--- src/rtl/irq_pkg.sv ---
// Shared types and helpers for the vectored interrupt controller.
package irq_pkg;

    typedef enum logic [2:0] {
        ST_IDLE = 3'd0,
        ST_STOP = 3'd1,
        ST_CALL = 3'd2,
        ST_JMP  = 3'd3,
        ST_SERV = 3'd4
    } state_t;

    localparam int CNT_W = 3;

    function automatic int IRQ_ID_W(input int n);
        return (n < 2) ? 1 : $clog2(n);
    endfunction

endpackage

--- src/rtl/irq_ctrl_vec_if.sv ---
// Request lines in, CPU strobes and status out; master is the controller side.
interface irq_ctrl_vec_if
    import irq_pkg::*;
#(
    parameter int N_IRQ  = 8,
    parameter int ADDR_W = 16
) ();

    localparam int ID_W = IRQ_ID_W(N_IRQ);

    logic [N_IRQ-1:0]  irq;
    logic [N_IRQ-1:0]  irq_mask;
    logic [N_IRQ-1:0]  irq_edge;
    logic              glob_en;
    logic              reti;
    logic [ADDR_W-1:0] Addr;
    logic              Call;
    logic              INTjmp;
    logic              intSTOP;
    logic [N_IRQ-1:0]  irq_pending;
    logic              irq_active;
    logic [ID_W-1:0]   irq_active_id;

    modport master (
        input  irq, irq_mask, irq_edge, glob_en, reti,
        output Addr, Call, INTjmp, intSTOP, irq_pending, irq_active, irq_active_id
    );

    modport slave (
        output irq, irq_mask, irq_edge, glob_en, reti,
        input  Addr, Call, INTjmp, intSTOP, irq_pending, irq_active, irq_active_id
    );

endinterface

--- src/rtl/irq_prio_enc.sv ---
// Lowest-index-wins priority encoder with a valid flag.
module irq_prio_enc #(
    parameter int N    = 8,
    parameter int ID_W = 3
) (
    input  logic [N-1:0]    req,
    output logic            valid,
    output logic [ID_W-1:0] id
);

    // scan from the top so the lowest set index is the last one written
    always_comb begin
        valid = 1'b0;
        id    = {ID_W{1'b0}};
        for (int i = N - 1; i >= 0; i--) begin
            id    = req[i] ? ID_W'(i) : id;
            valid = valid | req[i];
        end
    end

endmodule

--- src/rtl/irq_ctrl_vec.sv ---
// Vectored interrupt controller: pending latches, fixed-priority pick and
// the STOP/CALL/JMP entry sequence towards the CPU, blocked until reti.
module irq_ctrl_vec
    import irq_pkg::*;
#(
    parameter int               N_IRQ    = 8,
    parameter int               ADDR_W   = 16,
    parameter logic [ADDR_W-1:0] VEC_BASE = 16'hFFF8,
    parameter int               CALL_CYC = 2
) (
    input  logic              CLK,
    input  logic              RST,
    irq_ctrl_vec_if.master    bus
);

    localparam int ID_W = IRQ_ID_W(N_IRQ);

    logic [N_IRQ-1:0]  irq_q_r;
    logic [N_IRQ-1:0]  pending_r;
    logic [N_IRQ-1:0]  pending_s;
    logic [N_IRQ-1:0]  edge_s;
    logic [N_IRQ-1:0]  clr_s;
    logic [N_IRQ-1:0]  cand_s;
    logic              cand_valid_s;
    logic [ID_W-1:0]   cand_id_s;
    state_t            state_r;
    state_t            state_s;
    logic [CNT_W-1:0]  cnt_r;
    logic [CNT_W-1:0]  cnt_s;
    logic              capture_s;
    logic [ID_W-1:0]   id_r;
    logic              stop_s, call_s, jmp_s, active_s;
    logic [ADDR_W-1:0] addr_s;
    logic              stop_r, call_r, jmp_r, active_r;
    logic [ADDR_W-1:0] addr_r;
    logic [ID_W-1:0]   active_id_r;

    assign edge_s = bus.irq & ~irq_q_r;
    assign clr_s  = (state_r == ST_JMP) ? ({{(N_IRQ-1){1'b0}}, 1'b1} << id_r)
                                        : {N_IRQ{1'b0}};
    // a fresh edge overrides the service clear so it is never lost
    assign pending_s = (bus.irq_edge & ((pending_r & ~clr_s) | edge_s))
                     | (~bus.irq_edge & bus.irq);
    assign cand_s    = pending_r & bus.irq_mask;

    irq_prio_enc #(.N(N_IRQ), .ID_W(ID_W)) u_prio (
        .req   (cand_s),
        .valid (cand_valid_s),
        .id    (cand_id_s)
    );

    // next-state and Call-cycle counter
    always_comb begin
        state_s   = state_r;
        cnt_s     = cnt_r;
        capture_s = 1'b0;
        case (state_r)
            ST_IDLE: begin
                if (bus.glob_en && cand_valid_s) begin
                    state_s   = ST_STOP;
                    capture_s = 1'b1;
                end else begin
                    state_s = ST_IDLE;
                end
            end
            ST_STOP: begin
                state_s = ST_CALL;
                cnt_s   = {CNT_W{1'b0}};
            end
            ST_CALL: begin
                if (cnt_r == CNT_W'(CALL_CYC - 1)) begin
                    state_s = ST_JMP;
                    cnt_s   = {CNT_W{1'b0}};
                end else begin
                    cnt_s = cnt_r + {{(CNT_W-1){1'b0}}, 1'b1};
                end
            end
            ST_JMP:  state_s = ST_SERV;
            ST_SERV: begin
                if (bus.reti) begin
                    state_s = ST_IDLE;
                end else begin
                    state_s = ST_SERV;
                end
            end
            default: begin
                state_s = ST_IDLE;
                cnt_s   = {CNT_W{1'b0}};
            end
        endcase
    end

    // strobe decode, registered below so every CPU-facing output is a flop
    always_comb begin
        stop_s   = 1'b0;
        call_s   = 1'b0;
        jmp_s    = 1'b0;
        active_s = 1'b0;
        addr_s   = {ADDR_W{1'b0}};
        case (state_r)
            ST_IDLE: active_s = 1'b0;
            ST_STOP: begin
                stop_s   = 1'b1;
                active_s = 1'b1;
            end
            ST_CALL: begin
                stop_s   = 1'b1;
                call_s   = 1'b1;
                active_s = 1'b1;
            end
            ST_JMP: begin
                stop_s   = 1'b1;
                jmp_s    = 1'b1;
                active_s = 1'b1;
                addr_s   = VEC_BASE + ADDR_W'(id_r);
            end
            ST_SERV: active_s = 1'b1;
            default: active_s = 1'b0;
        endcase
    end

    // state, pending and output registers with synchronous active-low reset
    always_ff @(posedge CLK) begin
        if (!RST) begin
            state_r     <= ST_IDLE;
            cnt_r       <= {CNT_W{1'b0}};
            irq_q_r     <= {N_IRQ{1'b0}};
            pending_r   <= {N_IRQ{1'b0}};
            id_r        <= {ID_W{1'b0}};
            stop_r      <= 1'b0;
            call_r      <= 1'b0;
            jmp_r       <= 1'b0;
            active_r    <= 1'b0;
            addr_r      <= {ADDR_W{1'b0}};
            active_id_r <= {ID_W{1'b0}};
        end else begin
            state_r     <= state_s;
            cnt_r       <= cnt_s;
            irq_q_r     <= bus.irq;
            pending_r   <= pending_s;
            id_r        <= capture_s ? cand_id_s : id_r;
            stop_r      <= stop_s;
            call_r      <= call_s;
            jmp_r       <= jmp_s;
            active_r    <= active_s;
            addr_r      <= addr_s;
            active_id_r <= active_s ? id_r : {ID_W{1'b0}};
        end
    end

    assign bus.Addr          = addr_r;
    assign bus.Call          = call_r;
    assign bus.INTjmp        = jmp_r;
    assign bus.intSTOP       = stop_r;
    assign bus.irq_pending   = pending_r;
    assign bus.irq_active    = active_r;
    assign bus.irq_active_id = active_id_r;

endmodule
--- src/flat_wrapper.sv ---
// flat-port wrapper written by rule: the top's interface ports become plain ports
module irq_ctrl_vec_flat import irq_pkg::*;
#(
    parameter int               N_IRQ    = 8,
    parameter int               ADDR_W   = 16,
    parameter logic [ADDR_W-1:0] VEC_BASE = 16'hFFF8,
    parameter int               CALL_CYC = 2
)
  (CLK, RST, bus_irq, bus_irq_mask, bus_irq_edge, bus_glob_en, bus_reti, bus_Addr, bus_Call, bus_INTjmp, bus_intSTOP, bus_irq_pending, bus_irq_active, bus_irq_active_id);
  irq_ctrl_vec_if #(.N_IRQ(N_IRQ), .ADDR_W(ADDR_W)) bus_i ();
  input  logic CLK;
  input  logic RST;
  input wire logic [$bits(bus_i.irq)-1:0] bus_irq;
  input wire logic [$bits(bus_i.irq_mask)-1:0] bus_irq_mask;
  input wire logic [$bits(bus_i.irq_edge)-1:0] bus_irq_edge;
  input wire logic [$bits(bus_i.glob_en)-1:0] bus_glob_en;
  input wire logic [$bits(bus_i.reti)-1:0] bus_reti;
  output wire logic [$bits(bus_i.Addr)-1:0] bus_Addr;
  output wire logic [$bits(bus_i.Call)-1:0] bus_Call;
  output wire logic [$bits(bus_i.INTjmp)-1:0] bus_INTjmp;
  output wire logic [$bits(bus_i.intSTOP)-1:0] bus_intSTOP;
  output wire logic [$bits(bus_i.irq_pending)-1:0] bus_irq_pending;
  output wire logic [$bits(bus_i.irq_active)-1:0] bus_irq_active;
  output wire logic [$bits(bus_i.irq_active_id)-1:0] bus_irq_active_id;
  assign bus_i.irq = bus_irq;
  assign bus_i.irq_mask = bus_irq_mask;
  assign bus_i.irq_edge = bus_irq_edge;
  assign bus_i.glob_en = bus_glob_en;
  assign bus_i.reti = bus_reti;
  assign bus_Addr = bus_i.Addr;
  assign bus_Call = bus_i.Call;
  assign bus_INTjmp = bus_i.INTjmp;
  assign bus_intSTOP = bus_i.intSTOP;
  assign bus_irq_pending = bus_i.irq_pending;
  assign bus_irq_active = bus_i.irq_active;
  assign bus_irq_active_id = bus_i.irq_active_id;
  irq_ctrl_vec #(.N_IRQ(N_IRQ), .ADDR_W(ADDR_W), .VEC_BASE(VEC_BASE), .CALL_CYC(CALL_CYC)) u_core (.CLK(CLK), .RST(RST), .bus(bus_i));
endmodule
--- config.mk ---
export PLATFORM = sky130hd
export DESIGN_NAME = irq_ctrl_vec_flat
export DESIGN_NICKNAME = d
export VERILOG_FILES = /design/src/rtl/irq_pkg.sv /design/src/rtl/irq_ctrl_vec_if.sv /design/src/rtl/irq_prio_enc.sv /design/src/rtl/irq_ctrl_vec.sv /design/src/flat_wrapper.sv
export SDC_FILE = /design/constraint.sdc
export NUM_CORES = 1
export LEC_CHECK = 0
export CORE_UTILIZATION = 45
export CTS_CLUSTER_SIZE = 20
export DETAILED_ROUTE_END_ITERATION = 7
export GPL_ROUTABILITY_DRIVEN = 0
export GPL_TIMING_DRIVEN = 0
export PLACE_DENSITY = 0.84
export SKIP_LAST_GASP = 1
export SYNTH_ARGS = -nofsm -noshare
export SYNTH_HDL_FRONTEND = slang
export SYNTH_SLANG_ARGS = --single-unit
--- constraint.sdc ---
create_clock -name CLK -period 3.4 [get_ports CLK]
set_clock_uncertainty 0.15 [all_clocks]
set_input_delay 0.51 -clock CLK [delete_from_list [all_inputs] [get_ports CLK]]
set_output_delay 0.51 -clock CLK [all_outputs]
set_load 0.02 [all_outputs]
# After elaboration in Yosys (flattened, before gate mapping)
# Index checks and enable logic that the tools add are counted.
# word_totals
ff_bits	48
latch_bits	0
ram_bits	0
mem_bits_ro	0
inputBits	28
out_inout_bits	31
n_memories	0
# classes
n_addsub	2
multipliers	0
n_div	0
n_lt_le_gt_ge	0
n_eq_ne	6
shifts	1
muxes	21
bitwise_logic	17
reduce_logical	7
# op_table
operator	count
$and A8 B8 Y8	5
$mux W3	11
$not A8 Y8	3
$or A8 B8 Y8	2
$pmux W3 S5	1
$mux W8	1
$shl A1 B3 Y8 const A	1
$mux W1	7
$or A1 B1 Y1	7
$eq A3 B1 Y1 const B	2
$eq A3 B2 Y1 const B	2
$pmux W3 S2	1
$reduce_or A3 Y1	2
$add A4 B4 Y5 const A	1
$reduce_and A2 Y1	2
$reduce_or A4 Y1	1
$add A3 B1 Y3 const B	1
$eq A3 B3 Y1 const B	1
$logic_not A3 Y1	1
$ne A2 B1 Y1 const B	1
$logic_and A1 B1 Y1	1

# Logic depth before layout (Yosys ltp)
# logic_depth
depth_word	11
depth_mapped	5
mapped_depth_nobuf	4

# Modules after synthesis
# A second synthesis with hierarchy kept.
# unflattened
cells_unflattened	163
area_unflattened_um2	1508.9
# modules_own_cells
module	n_inst	cells_each	area_each_um2	seq_area_each_um2
irq_ctrl_vec	1	150	1427.6	720.7
irq_prio_enc	1	13	81.3	0.0

# Least setup slack after synthesis
# OpenSTA, ideal clock, no wires.
# synth_path
path_type	reg-to-output
from	reg u_core.bus.Addr[14] (netlist name)
to	out bus_Addr[10]
t_arrival_ns	0.819
t_required_ns	2.740
setup_slack_ns	1.921
path_stages_with_launch	2
cell_sequence	dfxtp_1 -> buf_4
# synth_lines
item	line_no	rtl
to (decl)	flat_wrapper.sv:18	output wire logic [$bits(bus_i.Addr)-1:0] bus_Addr;

==> results.toml <==
[worst_setup_path]
path_buf_inv = 2
cp.arrival_ps = 1690
cpMaxStageDelayCell = "clkdlybuf4s50_1"
worstPathMaxFanout = 13
startpoint_type = "register"
cp-end-kind = "output pin"
cp_top_family = "buffers and inverters"
crit_required_ps = 2740
worstSetupPathType = "register to output pin"
crit_path_max_incr_delay_ps = 600
crit_chain = "buf_4 -> clkdlybuf4s50_1"

[synthesis]
synth-seq-cells = 36
synthCells = 168
postSynthAreaPerCell_sq_um = 9.24
synth_top_flop_cell = "dfxtp_1"
yosys_warnings = 0
syn_nets = 196
synth-edff-count = 0
synthArstFlopShare = 0
netlist_area_sq_um = 1550
yosysSeqAreaShare = 0.465
yosys.cell_types.count = 40

[flow_run]
maxCapViolations = 0

[timing]
worstMarginPinSlew_ps = 458
rsz0062_at_grt = "no"
finalCriticalPeriod_ps = 2350
holdWs_ps = 326
setup_viol_count_final = 0
setup_ws_ps = 1050
fin_setup_tns_ps = 0
clock.fmax_ghz = 0.426
slew_headroom = 0.695
maxSlewViolCount = 0
post-route-period-util = 0.690
hold_viol = 0

[clock_tree]
cts_tree = "done"
ctsResizeCount = 0
post_cts.repair.setup_buffers = 0
clock_latency_ps = 350
clkSinkCount = 36
clockRootBuffer = "clkbuf_4"
clk_pin_slew_ps = 100
postCtsHoldBufs = 0
cts_buffer_depth = 2
cts_max_level = 2
cts_buffers = 5

[drt]
ant_nets = 0
avgRoutedWirePerCell_um = 13.0
dr.pass1.iters = 4
vias = 1446
drcViolationCount = 0
drt_wl_total_um = 3600
via_per_inst = 5.20
drt_iter0_drc = 37

[pwr]
power.net_switching_uw = 237
p_int_uw = 691
pwr-share-comb = 0.187
pwr-share-seq = 0.499
p_clk_frac = 0.313
leakagePower_nw = 0.954
max-vdd-ir-drop_mv = 0.341
p_per_area_nw_per_um2 = 410
power_uw = 928
swShare = 0.256

[placement]
pre_cts_ws_ps = 1250
hpwl_um = 2730
io_buffers = 58
placed_cells = 270

[final_layout]
diodes = 0
fin_cells = 278
nNetsFinal = 261
layout_common_cells = "clkdlybuf4s50_1, dfxtp_1, nand2_1"
drive_above_1_share = 0.128
fill_cells = 261
area_delta_synth_final_pct = 45.9
final_common_cell = "clkdlybuf4s50_1"

[die]
initial_core_util = 0.492
boundaryPins = 59
die_y_um = 60.7
die_x_um = 60.7
rows = 20
core_area_sq_um = 3150
die_area_sq_um = 3690

[global_routing]
grt_usage = 0.218
overflow = 0
grt_pass1_wl_um = 5690
grt_max_degree = 14
antenna_found_initial = 0
grt_pass1_vias = 1290

[hold_path]
hold_class = "register to register"

[status]
status = "finished clean"
routing by layer:
layer	global-route usage	share of wire
met1	0.250	0.41
met2	0.370	0.49
met3	0.0725	0.083
met4	0.0942	0.018
met5	0	0
flip-flops by register name, indices dropped and copies added (netlist names):
register / count
u_core.bus.irq_pending: 8
u_core.irq_q_r: 8
u_core.bus.Addr: 4
u_core.bus.irq_active_id: 3
u_core.cnt_r: 3
u_core.id_r: 3
u_core.state_r: 3
u_core.bus.Call: 1
u_core.bus.INTjmp: 1
u_core.bus.intSTOP: 1
u_core.bus.irq_active: 1
Yosys cell counts (2+ instances only):
library cell	instances	share of area
dfxtp_1	36	0.46
nand2_1	22	0.053
buf_4	12	0.058
nand3_1	11	0.035
and2_1	10	0.040
nor2_1	10	0.024
a21oi_1	9	0.029
a21o_1	8	0.039
a31oi_1	6	0.024
inv_1	4	0.0097
and3_1	3	0.012
buf_6	3	0.022
a22oi_1	2	0.0097
a32o_1	2	0.013
clkbuf_1	2	0.0048
mux2i_1	2	0.013
nand4b_1	2	0.011
o21a_1	2	0.0097
logic make-up (layout without fill, tap and decap cells):
family,Yosys count,after routing,synth area share
and+or+nand+nor,69,69,0.244
buffers and inverters,22,88,0.0976
DFF,36,36,0.465
AOI/OAI and AO/OA,38,38,0.176
xor gates and xnor gates,1,1,0.00565
muxes,2,2,0.0129
worst register-to-register path: cells and delay by family, from the launching register on:
family | cells | cell delay (ps)
AO/OA/AOI/OAI | 2 | 300
buffers and inverters | 1 | 170
flip-flops | 1 | 370
AND/OR/NAND/NOR | 2 | 450
path summary, 6_finish.rpt:
kind,end,from,cells after the start,slack [ps]
setup / recovery,bus_Addr[8],u_core.bus.Addr[14]$_SDFF_PN0_,2,1050
hold / removal,u_core.bus.irq_pending[6]$_SDFF_PN0_,u_core.irq_q_r[6]$_SDFF_PN0_,2,330
setup reg to reg,u_core.bus.irq_pending[3]$_SDFF_PN0_,u_core.state_r[1]$_SDFFE_PN0P_,5,1880
hold reg to reg,u_core.bus.irq_pending[6]$_SDFF_PN0_,u_core.irq_q_r[6]$_SDFF_PN0_,2,330
power groups by stage:
stage / Clock (mW) / Sequential [mW] / Combinational, mW
detailed placement: 0 / 0.472 / 0.173
global route: 0.315 / 0.466 / 0.188
floorplan: 0 / 0.483 / 0.0812
global placement: 0 / 0.472 / 0.170
CTS: 0.293 / 0.463 / 0.174
finish: 0.291 / 0.463 / 0.174
through the flow:
| step | util | area (sq um) |
|---|---|---|
| global route | 0.718 | 2260 |
| global placement | 0.694 | 2190 |
| detailed placement | 0.694 | 2190 |
| finish | 0.718 | 2260 |
| CTS | 0.718 | 2260 |
| floorplan | - | 1550 |
final cells by class:
| class | instances | area, sq um | share of cell area |
|---|---|---|---|
| Sequential cell | 36 | 721 | 0.318 |
| Clock buffer | 6 | 41.3 | 0.0182 |
| Multi-Input combinational cell | 110 | 679 | 0.300 |
| Buffer | 18 | 136 | 0.0603 |
| Timing Repair Buffer | 58 | 581 | 0.256 |
| Clock inverter | 2 | 35.0 | 0.0155 |
| Inverter | 4 | 15.0 | 0.00663 |
| Tap cell | 44 | 55.1 | 0.0243 |
Power figures use the tool's default switching activity.
